[src/rtl/tc_spi_mux_master.sv]
// Multi-channel SPI master: one frame at a time on a selected channel,
// programmable mode, length and SCK divider per command.
module tc_spi_mux_master #(
    parameter int  NCH  = 5,
    parameter int  DW   = 32,
    parameter int  DIVW = 8,
    localparam int CHW  = (NCH > 1) ? $clog2(NCH) : 1,
    localparam int LW   = $clog2(DW + 1)
) (
    input  logic            clk125,
    input  logic            rst,
    input  logic            cmd_wr,
    input  logic [CHW-1:0]  cmd_ch,
    input  logic [LW-1:0]   cmd_len,
    input  logic [DW-1:0]   cmd_data,
    input  logic            cmd_cpol,
    input  logic            cmd_cpha,
    input  logic [DIVW-1:0] cmd_div,
    output logic            busy,
    output logic            rd_valid,
    output logic [DW-1:0]   rd_data,
    output logic            cmd_err,
    output logic [NCH-1:0]  csn,
    output logic [NCH-1:0]  sck,
    output logic [NCH-1:0]  sdi,
    input  logic [NCH-1:0]  sdo
);

    typedef enum logic [2:0] {
        ST_IDLE   = 3'd0,
        ST_LEAD   = 3'd1,
        ST_ASSERT = 3'd2,
        ST_SHIFT  = 3'd3,
        ST_HOLD   = 3'd4
    } state_t;

    state_t          state_r, state_s;
    logic [DIVW-1:0] div_r, div_s, div_cnt_r, div_cnt_s;
    logic [LW:0]     hp_idx_r, hp_idx_s, hp_last_s, hp_next_s;
    logic [LW-1:0]   len_r, len_s;
    logic [CHW-1:0]  ch_r, ch_s;
    logic            cpol_r, cpol_s, cpha_r, cpha_s;
    logic [DW-1:0]   tx_r, tx_s, rx_r, rx_s;
    logic [DW-1:0]   tx_shift_s, rx_shift_s;
    logic [DW-1:0]   rd_data_r, rd_data_s;
    logic            sel_csn_r, sel_csn_s, sel_sck_r, sel_sck_s, sel_sdi_r, sel_sdi_s;
    logic            busy_r, busy_s, rd_valid_r, rd_valid_s, cmd_err_r, cmd_err_s;
    logic [NCH-1:0]  csn_r, csn_s, sck_r, sck_s, sdi_r, sdi_s;
    logic            tick_s, accept_s, sdo_sel_s;

    // Command qualification and datapath helpers
    always_comb begin
        tick_s     = (div_cnt_r == {DIVW{1'b0}});
        hp_last_s  = {len_r, 1'b0} - {{LW{1'b0}}, 1'b1};
        hp_next_s  = hp_idx_r + {{LW{1'b0}}, 1'b1};
        sdo_sel_s  = sdo[ch_r];
        tx_shift_s = {tx_r[DW-2:0], 1'b0};
        rx_shift_s = {rx_r[DW-2:0], sdo_sel_s};
        // The rd_valid cycle still counts as busy for acceptance purposes.
        accept_s   = cmd_wr && !busy_r && !rd_valid_r
                     && (cmd_len != {LW{1'b0}})
                     && (32'(cmd_len) <= 32'(DW))
                     && (32'(cmd_ch) < 32'(NCH));
    end

    // Next-state, datapath and output computation
    always_comb begin
        state_s    = state_r;
        div_s      = div_r;
        div_cnt_s  = div_cnt_r;
        hp_idx_s   = hp_idx_r;
        len_s      = len_r;
        ch_s       = ch_r;
        cpol_s     = cpol_r;
        cpha_s     = cpha_r;
        tx_s       = tx_r;
        rx_s       = rx_r;
        sel_csn_s  = sel_csn_r;
        sel_sck_s  = sel_sck_r;
        sel_sdi_s  = sel_sdi_r;
        busy_s     = busy_r;
        rd_valid_s = 1'b0;
        rd_data_s  = rd_data_r;
        cmd_err_s  = cmd_wr & ~accept_s;
        csn_s      = {NCH{1'b1}};
        sck_s      = {NCH{1'b0}};
        sdi_s      = {NCH{1'b0}};

        if (state_r == ST_IDLE) begin
            div_cnt_s = div_cnt_r;
        end else if (tick_s) begin
            div_cnt_s = div_r;
        end else begin
            div_cnt_s = div_cnt_r - {{(DIVW-1){1'b0}}, 1'b1};
        end

        case (state_r)
            ST_IDLE: begin
                if (accept_s) begin
                    state_s   = ST_LEAD;
                    div_s     = cmd_div;
                    div_cnt_s = cmd_div;
                    hp_idx_s  = {(LW+1){1'b0}};
                    len_s     = cmd_len;
                    ch_s      = cmd_ch;
                    cpol_s    = cmd_cpol;
                    cpha_s    = cmd_cpha;
                    // Left-align the frame so the next bit is always tx_r[DW-1].
                    tx_s      = cmd_data << (LW'(DW) - cmd_len);
                    rx_s      = {DW{1'b0}};
                    sel_csn_s = 1'b1;
                    sel_sck_s = cmd_cpol;
                    sel_sdi_s = 1'b0;
                    busy_s    = 1'b1;
                end else begin
                    state_s = ST_IDLE;
                end
            end
            ST_LEAD: begin
                if (tick_s) begin
                    state_s   = ST_ASSERT;
                    sel_csn_s = 1'b0;
                    sel_sdi_s = cpha_r ? 1'b0 : tx_r[DW-1];
                end else begin
                    state_s = ST_LEAD;
                end
            end
            ST_ASSERT: begin
                if (tick_s) begin
                    state_s   = ST_SHIFT;
                    hp_idx_s  = {(LW+1){1'b0}};
                    sel_sck_s = ~cpol_r;
                    if (cpha_r) begin
                        sel_sdi_s = tx_r[DW-1];
                    end else begin
                        rx_s = rx_shift_s;
                    end
                end else begin
                    state_s = ST_ASSERT;
                end
            end
            ST_SHIFT: begin
                if (!tick_s) begin
                    state_s = ST_SHIFT;
                end else if (hp_idx_r == hp_last_s) begin
                    state_s   = ST_HOLD;
                    sel_sck_s = cpol_r;
                end else begin
                    hp_idx_s  = hp_next_s;
                    sel_sck_s = ~sel_sck_r;
                    // Even half-periods start on a leading edge, odd ones on a trailing edge.
                    if (hp_next_s[0] == cpha_r) begin
                        rx_s = rx_shift_s;
                    end else if (hp_next_s != hp_last_s) begin
                        tx_s      = tx_shift_s;
                        sel_sdi_s = tx_r[DW-2];
                    end else begin
                        tx_s = tx_r;
                    end
                end
            end
            ST_HOLD: begin
                if (tick_s) begin
                    state_s    = ST_IDLE;
                    sel_csn_s  = 1'b1;
                    sel_sck_s  = 1'b0;
                    sel_sdi_s  = 1'b0;
                    busy_s     = 1'b0;
                    rd_valid_s = 1'b1;
                    rd_data_s  = rx_r;
                end else begin
                    state_s = ST_HOLD;
                end
            end
            default: begin
                state_s   = ST_IDLE;
                sel_csn_s = 1'b1;
                sel_sck_s = 1'b0;
                sel_sdi_s = 1'b0;
                busy_s    = 1'b0;
            end
        endcase

        for (int i = 0; i < NCH; i++) begin
            if (int'(ch_s) == i) begin
                csn_s[i] = sel_csn_s;
                sck_s[i] = sel_sck_s;
                sdi_s[i] = sel_sdi_s;
            end else begin
                csn_s[i] = 1'b1;
                sck_s[i] = 1'b0;
                sdi_s[i] = 1'b0;
            end
        end
    end

    // State, datapath and output registers
    always_ff @(posedge clk125 or posedge rst) begin
        if (rst) begin
            state_r    <= ST_IDLE;
            div_r      <= {DIVW{1'b0}};
            div_cnt_r  <= {DIVW{1'b0}};
            hp_idx_r   <= {(LW+1){1'b0}};
            len_r      <= {LW{1'b0}};
            ch_r       <= {CHW{1'b0}};
            cpol_r     <= 1'b0;
            cpha_r     <= 1'b0;
            tx_r       <= {DW{1'b0}};
            rx_r       <= {DW{1'b0}};
            sel_csn_r  <= 1'b1;
            sel_sck_r  <= 1'b0;
            sel_sdi_r  <= 1'b0;
            busy_r     <= 1'b0;
            rd_valid_r <= 1'b0;
            rd_data_r  <= {DW{1'b0}};
            cmd_err_r  <= 1'b0;
            csn_r      <= {NCH{1'b1}};
            sck_r      <= {NCH{1'b0}};
            sdi_r      <= {NCH{1'b0}};
        end else begin
            state_r    <= state_s;
            div_r      <= div_s;
            div_cnt_r  <= div_cnt_s;
            hp_idx_r   <= hp_idx_s;
            len_r      <= len_s;
            ch_r       <= ch_s;
            cpol_r     <= cpol_s;
            cpha_r     <= cpha_s;
            tx_r       <= tx_s;
            rx_r       <= rx_s;
            sel_csn_r  <= sel_csn_s;
            sel_sck_r  <= sel_sck_s;
            sel_sdi_r  <= sel_sdi_s;
            busy_r     <= busy_s;
            rd_valid_r <= rd_valid_s;
            rd_data_r  <= rd_data_s;
            cmd_err_r  <= cmd_err_s;
            csn_r      <= csn_s;
            sck_r      <= sck_s;
            sdi_r      <= sdi_s;
        end
    end

    assign busy     = busy_r;
    assign rd_valid = rd_valid_r;
    assign rd_data  = rd_data_r;
    assign cmd_err  = cmd_err_r;
    assign csn      = csn_r;
    assign sck      = sck_r;
    assign sdi      = sdi_r;

endmodule
[config.mk]
export PLATFORM = sky130hd
export DESIGN_NAME = tc_spi_mux_master
export DESIGN_NICKNAME = d
export VERILOG_FILES = /design/src/rtl/tc_spi_mux_master.sv
export SDC_FILE = /design/constraint.sdc
export NUM_CORES = 1
export LEC_CHECK = 0
export BUFFER_PORTS_ARGS = -buffer_cell sky130_fd_sc_hd__buf_2
export CAP_MARGIN = 20
export CORE_UTILIZATION = 40
export DETAILED_ROUTE_END_ITERATION = 7
export PLACE_DENSITY = 0.59
export SLEW_MARGIN = 10
export SYNTH_ARGS = -nofsm -noshare
export SYNTH_HDL_FRONTEND = slang
export SYNTH_SLANG_ARGS = --single-unit
export TNS_END_PERCENT = 100
[constraint.sdc]
create_clock -name clk125 -period 15 [get_ports clk125]
set_input_delay 2.25 -clock clk125 [delete_from_list [all_inputs] [get_ports clk125]]
set_output_delay 2.25 -clock clk125 [all_outputs]
set_load 0.01 [all_outputs]
==> impl_metrics.py, run 1 <==
metrics = {
    "placed_design": {
        "dp_hpwl_mm": 13.8,
        "io_buffers": 108,
        "gp_congestion": 0.823,
        "placedCellCount": 1155,
    },
    "logic_synthesis": {
        "ys_types": 77,
        "ys.flop_type": "dfrtp_1",
        "netlist_area_sq_mm": 0.00881,
        "yosys_warnings": 0,
        "syn-num-nets": 881,
        "syn_inst": 818,
        "ys_seq_area_share_pct": 43.8,
        "ys_seq_elements": 154,
        "synthArstFlopShare_pct": 100,
        "synth_edf_count": 0,
        "avgSynthCellArea_sq_um": 10.8,
    },
    "timing": {
        "finalCritPeriodShare_pct": 39.7,
        "rsz0062_at_grt": "false",
        "finClkSkew_ns": 0.00904,
        "hold_violations": 0,
        "tightest_slew_ns": 1.08,
        "tns_ns": 0,
        "timing.slew.headroom_pct": 27.8,
        "timing.hold.ws_ns": 0.480,
        "setup_violations": 0,
        "period_needed_ns": 5.95,
        "slew_violations": 0,
        "fmax_mhz": 168,
    },
    "drt": {
        "drtIter0Drc": 378,
        "final_antenna_net_count": 0,
        "drc_errors": 0,
        "detail_route.wl_per_cell_um": 16.6,
        "drt-pass1-iter-count": 5,
        "wl_mm": 19.7,
        "viasPerCell": 5.47,
        "vias": 6499,
    },
    "clock_tree": {
        "cts_tree": "done",
        "numCtsBuffers": 17,
        "hold_buffers": 0,
        "cts-root-buf": "clkbuf_16",
        "post-cts-setup-buffer-count": 0,
        "htreeDepth": 4,
        "clk_latency_ns": 0.42,
        "clock_sinks": 154,
        "cts_resized": 0,
        "clk_pin_slew_worst_paths_ns": 0.07,
        "clk_path_buf_depth": 2,
    },
    "finish": {
        "postLayoutCoreUtil_pct": 47.5,
        "areaGrowthSynthToFinish_pct": 14.8,
        "diodes": 0,
        "instances_no_fill": 1188,
        "fillCellCount": 2011,
        "nNetsFinal": 963,
        "drive_gt1_share_pct": 31.2,
    },
    "job": {
        "maxCapViolCount": 0,
    },
    "setup_path": {
        "cpMaxStageDelayCell": "inv_1",
        "cp.arrival_ns": 6.26,
        "r2r_cells": 8,
        "rrSetupSlack_ns": 11.44,
        "worstSetupEndpointType": "flop",
        "required_ns": 15.31,
        "crit_cells": 10,
        "path_cells": "buf_2 > inv_1 > ha_1 > nor4b_1 > xnor2_1 > and4_1 > nand2_2 > o21ai_4 > buf_4 > mux2_2",
        "worstSetupPathType": "in -> reg",
        "cp_top_family": "buffers and inverters",
        "crit_path_max_fanout": 32,
        "setup.worst_path.start_class": "input pin",
        "crit_buf_inv": 3,
        "cpPeakStageDelay_ns": 0.59,
    },
    "grt": {
        "grt_pass1_wl_mm": 32.4,
        "grt_pass1_vias": 6171,
        "antenna_found_initial": 0,
        "grt_overflow_total": 0,
        "grt_use_total_pct": 18.1,
        "grt_max_degree": 93,
    },
    "run_status": {
        "outcome": "finished clean",
    },
    "min_path": {
        "min_path_type": "reg -> reg",
        "hold_path_depth": 2,
    },
    "floorplanning": {
        "die_h_um": 150,
        "dieArea_sq_mm": 0.0226,
        "coreArea_sq_mm": 0.0213,
        "die_w_um": 150,
        "num_rows": 53,
        "num_io_pins": 109,
        "start_util_pct": 41.4,
    },
    "pwr": {
        "ir_worst_vdd_uv": 74.1,
        "p_leak_nw": 4.80,
        "cellPowerDensity_mw_per_mm2": 94.1,
    },
}
==> where the power goes <==
part	leakage (nW)	internal (mW)	switching, mW	total [mW]
combinational	2.50	0.0466	0.0666	0.113
clock	0.284	0.225	0.198	0.423
sequential	2.02	0.415	0.0000309	0.415
total	4.80	0.687	0.265	0.952
==> layer usage <==
metal	track usage (%)	vias to the layer above	share of wire [%]
met5	0	-	0
met4	5.30	0	1.2
met3	2.94	20	3.8
met2	26.9	166	43
met1	27.0	3161	52
li1	-	3152	-
==> metrics by stage <==
step / worst slack, ns / total power, mW / area (sq um)
CTS: 8.87 / 0.964 / 10100
floorplan: 8.61 / 0.504 / 8810
global placement: 8.49 / 0.536 / 9480
finish: 9.05 / 0.952 / 10100
detailed placement: 8.41 / 0.536 / 9500
global route: 8.72 / 0.992 / 10100
==> area by class of cell <==
type,instances,area [sq um],share of cell area (%)
Sequential cell,154,3860,38.2
Clock inverter,15,178,1.76
Tap cell,275,344,3.40
Timing Repair Buffer,119,638,6.31
Clock buffer,17,425,4.21
Inverter,18,72.6,0.718
Multi-Input combinational cell,590,4590,45.4
==> logic make-up (layout without fill, tap and decap cells) <==
family | Yosys count | after routing | share of synthesized area [%]
buffers and inverters | 74 | 169 | 4.28
AOI/OAI and AO/OA | 171 | 171 | 14.4
adders and majority gates | 4 | 4 | 0.568
xor gates and xnor gates | 24 | 24 | 2.64
DFF | 154 | 154 | 43.8
muxes | 139 | 139 | 20.9
and+or+nand+nor | 252 | 252 | 13.4
==> worst min-delay path: cells and delay by family (launching register included) <==
kind | cells | cell delay, ns
simple gates | 2 | 0.11
flops | 1 | 0.34
==> placed cells by master (no fill, tap or decap), types with 12 or more instances in the layout <==
cell,Yosys,layout
mux2_4,30,30
clkbuf_16,0,17
nor2_1,52,51
dfrtp_1,148,148
inv_1,18,17
nand3_1,13,13
nand2_1,122,122
xnor2_1,13,12
nor3_1,18,18
mux2i_1,35,35
o21ai_0,41,41
buf_2,12,108
mux4_2,18,18
a22o_1,41,41
mux2_2,56,56
a21oi_1,18,18
==> registers in the layout, summed over array words and instances (netlist names) <==
register and count:
sel_sdi_r 1, state_r 3, hp_idx_r 7, cmd_err 1
div_cnt_r 8, sel_csn_r 1, sel_sck_r 1, sdi 5
div_r 8, sck 5, ch_r 3, csn 5
rx_r 32, cpha_r 1, cpol_r 1, len_r 6
tx_r 32, rd_data 32, busy 1, rd_valid 1
==> cells in the mapped netlist, types with 12 or more instances <==
| cell | number | share of area (%) |
|---|---|---|
| buf_2 | 12 | 0.68 |
| o21ai_0 | 41 | 2.3 |
| mux2_4 | 30 | 5.1 |
| xnor2_1 | 13 | 1.3 |
| nand3_1 | 13 | 0.74 |
| nand2_1 | 122 | 5.2 |
| mux4_2 | 18 | 4.6 |
| dfrtp_1 | 148 | 42 |
| a21oi_1 | 18 | 1.0 |
| clkbuf_1 | 26 | 1.1 |
| nor3_1 | 18 | 1.0 |
| a22o_1 | 41 | 4.1 |
| nor2_1 | 52 | 2.2 |
| inv_1 | 18 | 0.77 |
| mux2_2 | 56 | 7.2 |
| mux2i_1 | 35 | 4.0 |
==> final timing paths <==
kind	startpoint	end
setup reg to reg	div_cnt_r[2]	rx_r[25]
min in group asynchronous	rst	rx_r[28]
setup / recovery	cmd_len[0]	tx_r[29]
hold reg to reg	div_r[1]	div_r[1]
hold / removal	div_r[1]	div_r[1]
max in group asynchronous	rst	rd_data[3]
(Power assumes the default switching activity.)
==> run 2: changes to the inputs <==
==> constraint.sdc (replaced) <==
create_clock -name clk125 -period 5.75 [get_ports clk125]
set_input_delay 0.8625 -clock clk125 [delete_from_list [all_inputs] [get_ports clk125]]
set_output_delay 0.8625 -clock clk125 [all_outputs]
set_load 0.01 [all_outputs]
==> run 2 against run 1 <==
- sequential share of layout area fell by 0.099 points
- combinational power rose to 2.6 times the previous value
- sequential power rose to 2.6 times the previous value
- utilization rose by 0.12 points
- die area unchanged
- total power grew to 2.6 times the previous value
- non-clock buffer count rose by 3
- largest cell class unchanged
==> impl_metrics.py, run 2 (synthesis gave the netlist of run 1 again) <==
metrics = {
    "drt": {
        "wl_mm": 19.8,
        "vias": 6506,
        "detail_route.wl_per_cell_um": 16.6,
        "viasPerCell": 5.46,
        "wl_met2_mm": 8.66,
        "drtIter0Drc": 372,
        "wl_met1_mm": 10.2,
        "top_layer": "met4",
        "drc_errors": 0,
        "drt-pass1-iter-count": 4,
        "wl_met3_um": 770,
        "final_antenna_net_count": 0,
    },
    "clock_tree": {
        "numCtsBuffers": 17,
        "clk_path_buf_depth": 2,
        "clk_latency_ns": 0.43,
        "htreeDepth": 4,
        "clk_pin_slew_worst_paths_ns": 0.07,
        "hold_buffers": 0,
        "cts-root-buf": "clkbuf_16",
        "post-cts-setup-buffer-count": 0,
        "clock_sinks": 154,
        "cts_tree": "done",
        "cts_resized": 0,
    },
    "setup_path": {
        "worstSetupPathType": "in -> reg",
        "r2r_cells": 8,
        "required_ns": 6.06,
        "startpoint": "cmd_len[0]",
        "cp_top_family": "multiplexers",
        "setup.worst_path.start_class": "input pin",
        "worstSetupEndpointType": "flop",
        "crit_top_cell": "mux2_2",
        "cpPeakStageDelay_ns": 0.79,
        "cp.arrival_ns": 4.14,
        "crit_buf_inv": 4,
        "crit_path_max_fanout": 21,
        "path_cells": "buf_2 > inv_1 > buf_4 > ha_1 > buf_4 > mux2_2 > o21ai_0 > mux2_2 > mux2i_1 > a221o_1 > mux2_2",
        "crit_cells": 11,
        "cpMaxStageDelayCell": "ha_1",
        "worstReg2RegStart": "div_cnt_r[2]",
    },
    "timing": {
        "period_needed_ns": 3.83,
        "timing.slew.headroom_pct": 30.7,
        "fmax_mhz": 261,
        "tns_ns": 0,
        "finClkSkew_ns": 0.0207,
        "rsz0062_at_grt": "false",
        "fin_ws_ns": 1.92,
        "hold_violations": 0,
        "finalCritPeriodShare_pct": 66.6,
        "tightest_slew_ns": 1.04,
        "slew_violations": 0,
        "setup_violations": 0,
    },
    "finish": {
        "instances_no_fill": 1191,
        "final_cell_mix": "148 x dfrtp_1, 122 x nand2_1, 108 x buf_2",
        "fillCellCount": 1981,
        "nNetsFinal": 966,
        "drive_gt1_share_pct": 31.4,
        "areaGrowthSynthToFinish_pct": 15.1,
        "final_common_cell": "dfrtp_1",
        "diodes": 0,
        "postLayoutCoreUtil_pct": 47.6,
    },
    "floorplanning": {
        "die_w_um": 150,
        "num_io_pins": 109,
        "die_h_um": 150,
        "num_rows": 53,
        "dieArea_sq_mm": 0.0226,
        "start_util_pct": 41.4,
        "coreArea_sq_mm": 0.0213,
    },
    "min_path": {
        "min_path_type": "reg -> reg",
        "hold_path_depth": 2,
        "min_from": "div_r[1]",
    },
    "grt": {
        "grt_pass1_wl_mm": 33.5,
        "grt_overflow_total": 0,
        "grt_use_total_pct": 18.7,
        "grt_max_degree": 66,
        "grt_pass1_vias": 6326,
        "antenna_found_initial": 0,
    },
    "placed_design": {
        "io_buffers": 108,
        "gp_congestion": 0.811,
        "placedCellCount": 1158,
        "dp_hpwl_mm": 13.8,
        "pre_cts_slack_ns": 1.31,
    },
    "pwr": {
        "p_leak_nw": 4.82,
        "ir_worst_vdd_uv": 191,
        "cellPowerDensity_mw_per_mm2": 246,
        "power_mw": 2.50,
    },
    "run_status": {
        "outcome": "finished clean",
    },
    "job": {
        "maxCapViolCount": 0,
    },
}
## run 2: metal layers
metal | vias to the layer above | global-route usage (%)
li1 | 3148 | -
met1 | 3189 | 28.2
met2 | 156 | 27.4
met3 | 13 | 2.85
met4 | 0 | 5.96
met5 | - | 0
## run 2: layout make-up
class,count,area (sq um),area share (%)
clock buffer,17,425,4.20
clock inverter,15,176,1.74
sequential,154,3860,38.1
multi-input combinational,590,4590,45.3
inverter,18,72.6,0.716
timing repair buffer,122,666,6.56
tap,275,344,3.39
## run 2: through the flow
step,cell area (sq um),hold WS (ns)
2_1_floorplan,8810,0.446
3_3_place_gp,9510,0.464
3_5_place_dp,9510,0.464
4_1_cts,10100,0.485
5_1_grt,10100,0.504
6_report,10100,0.482
## run 2: worst register-to-register path: cells and delay by family (launching register included)
family | cells | cell delay, ns
simple gates | 3 | 1.42
compound gates | 4 | 1.32
flops | 1 | 0.45
buf+inv | 1 | 0.24
## run 2: report_power, final
part,switching (mW),internal (mW),total [mW]
Clock,0.529,0.587,1.12
Combinational,0.173,0.123,0.296
Sequential,0.0000683,1.08,1.08
## run 2: final timing paths
kind,endpoint,slack [ns]
worst min register to register,div_r[1],0.48
worst min-delay path,div_r[1],0.48
max in group asynchronous,hp_idx_r[1],4.05
worst max register to register,rx_r[23],2.18
worst max-delay path,tx_r[29],1.92
min in group asynchronous,sdi[3],0.51
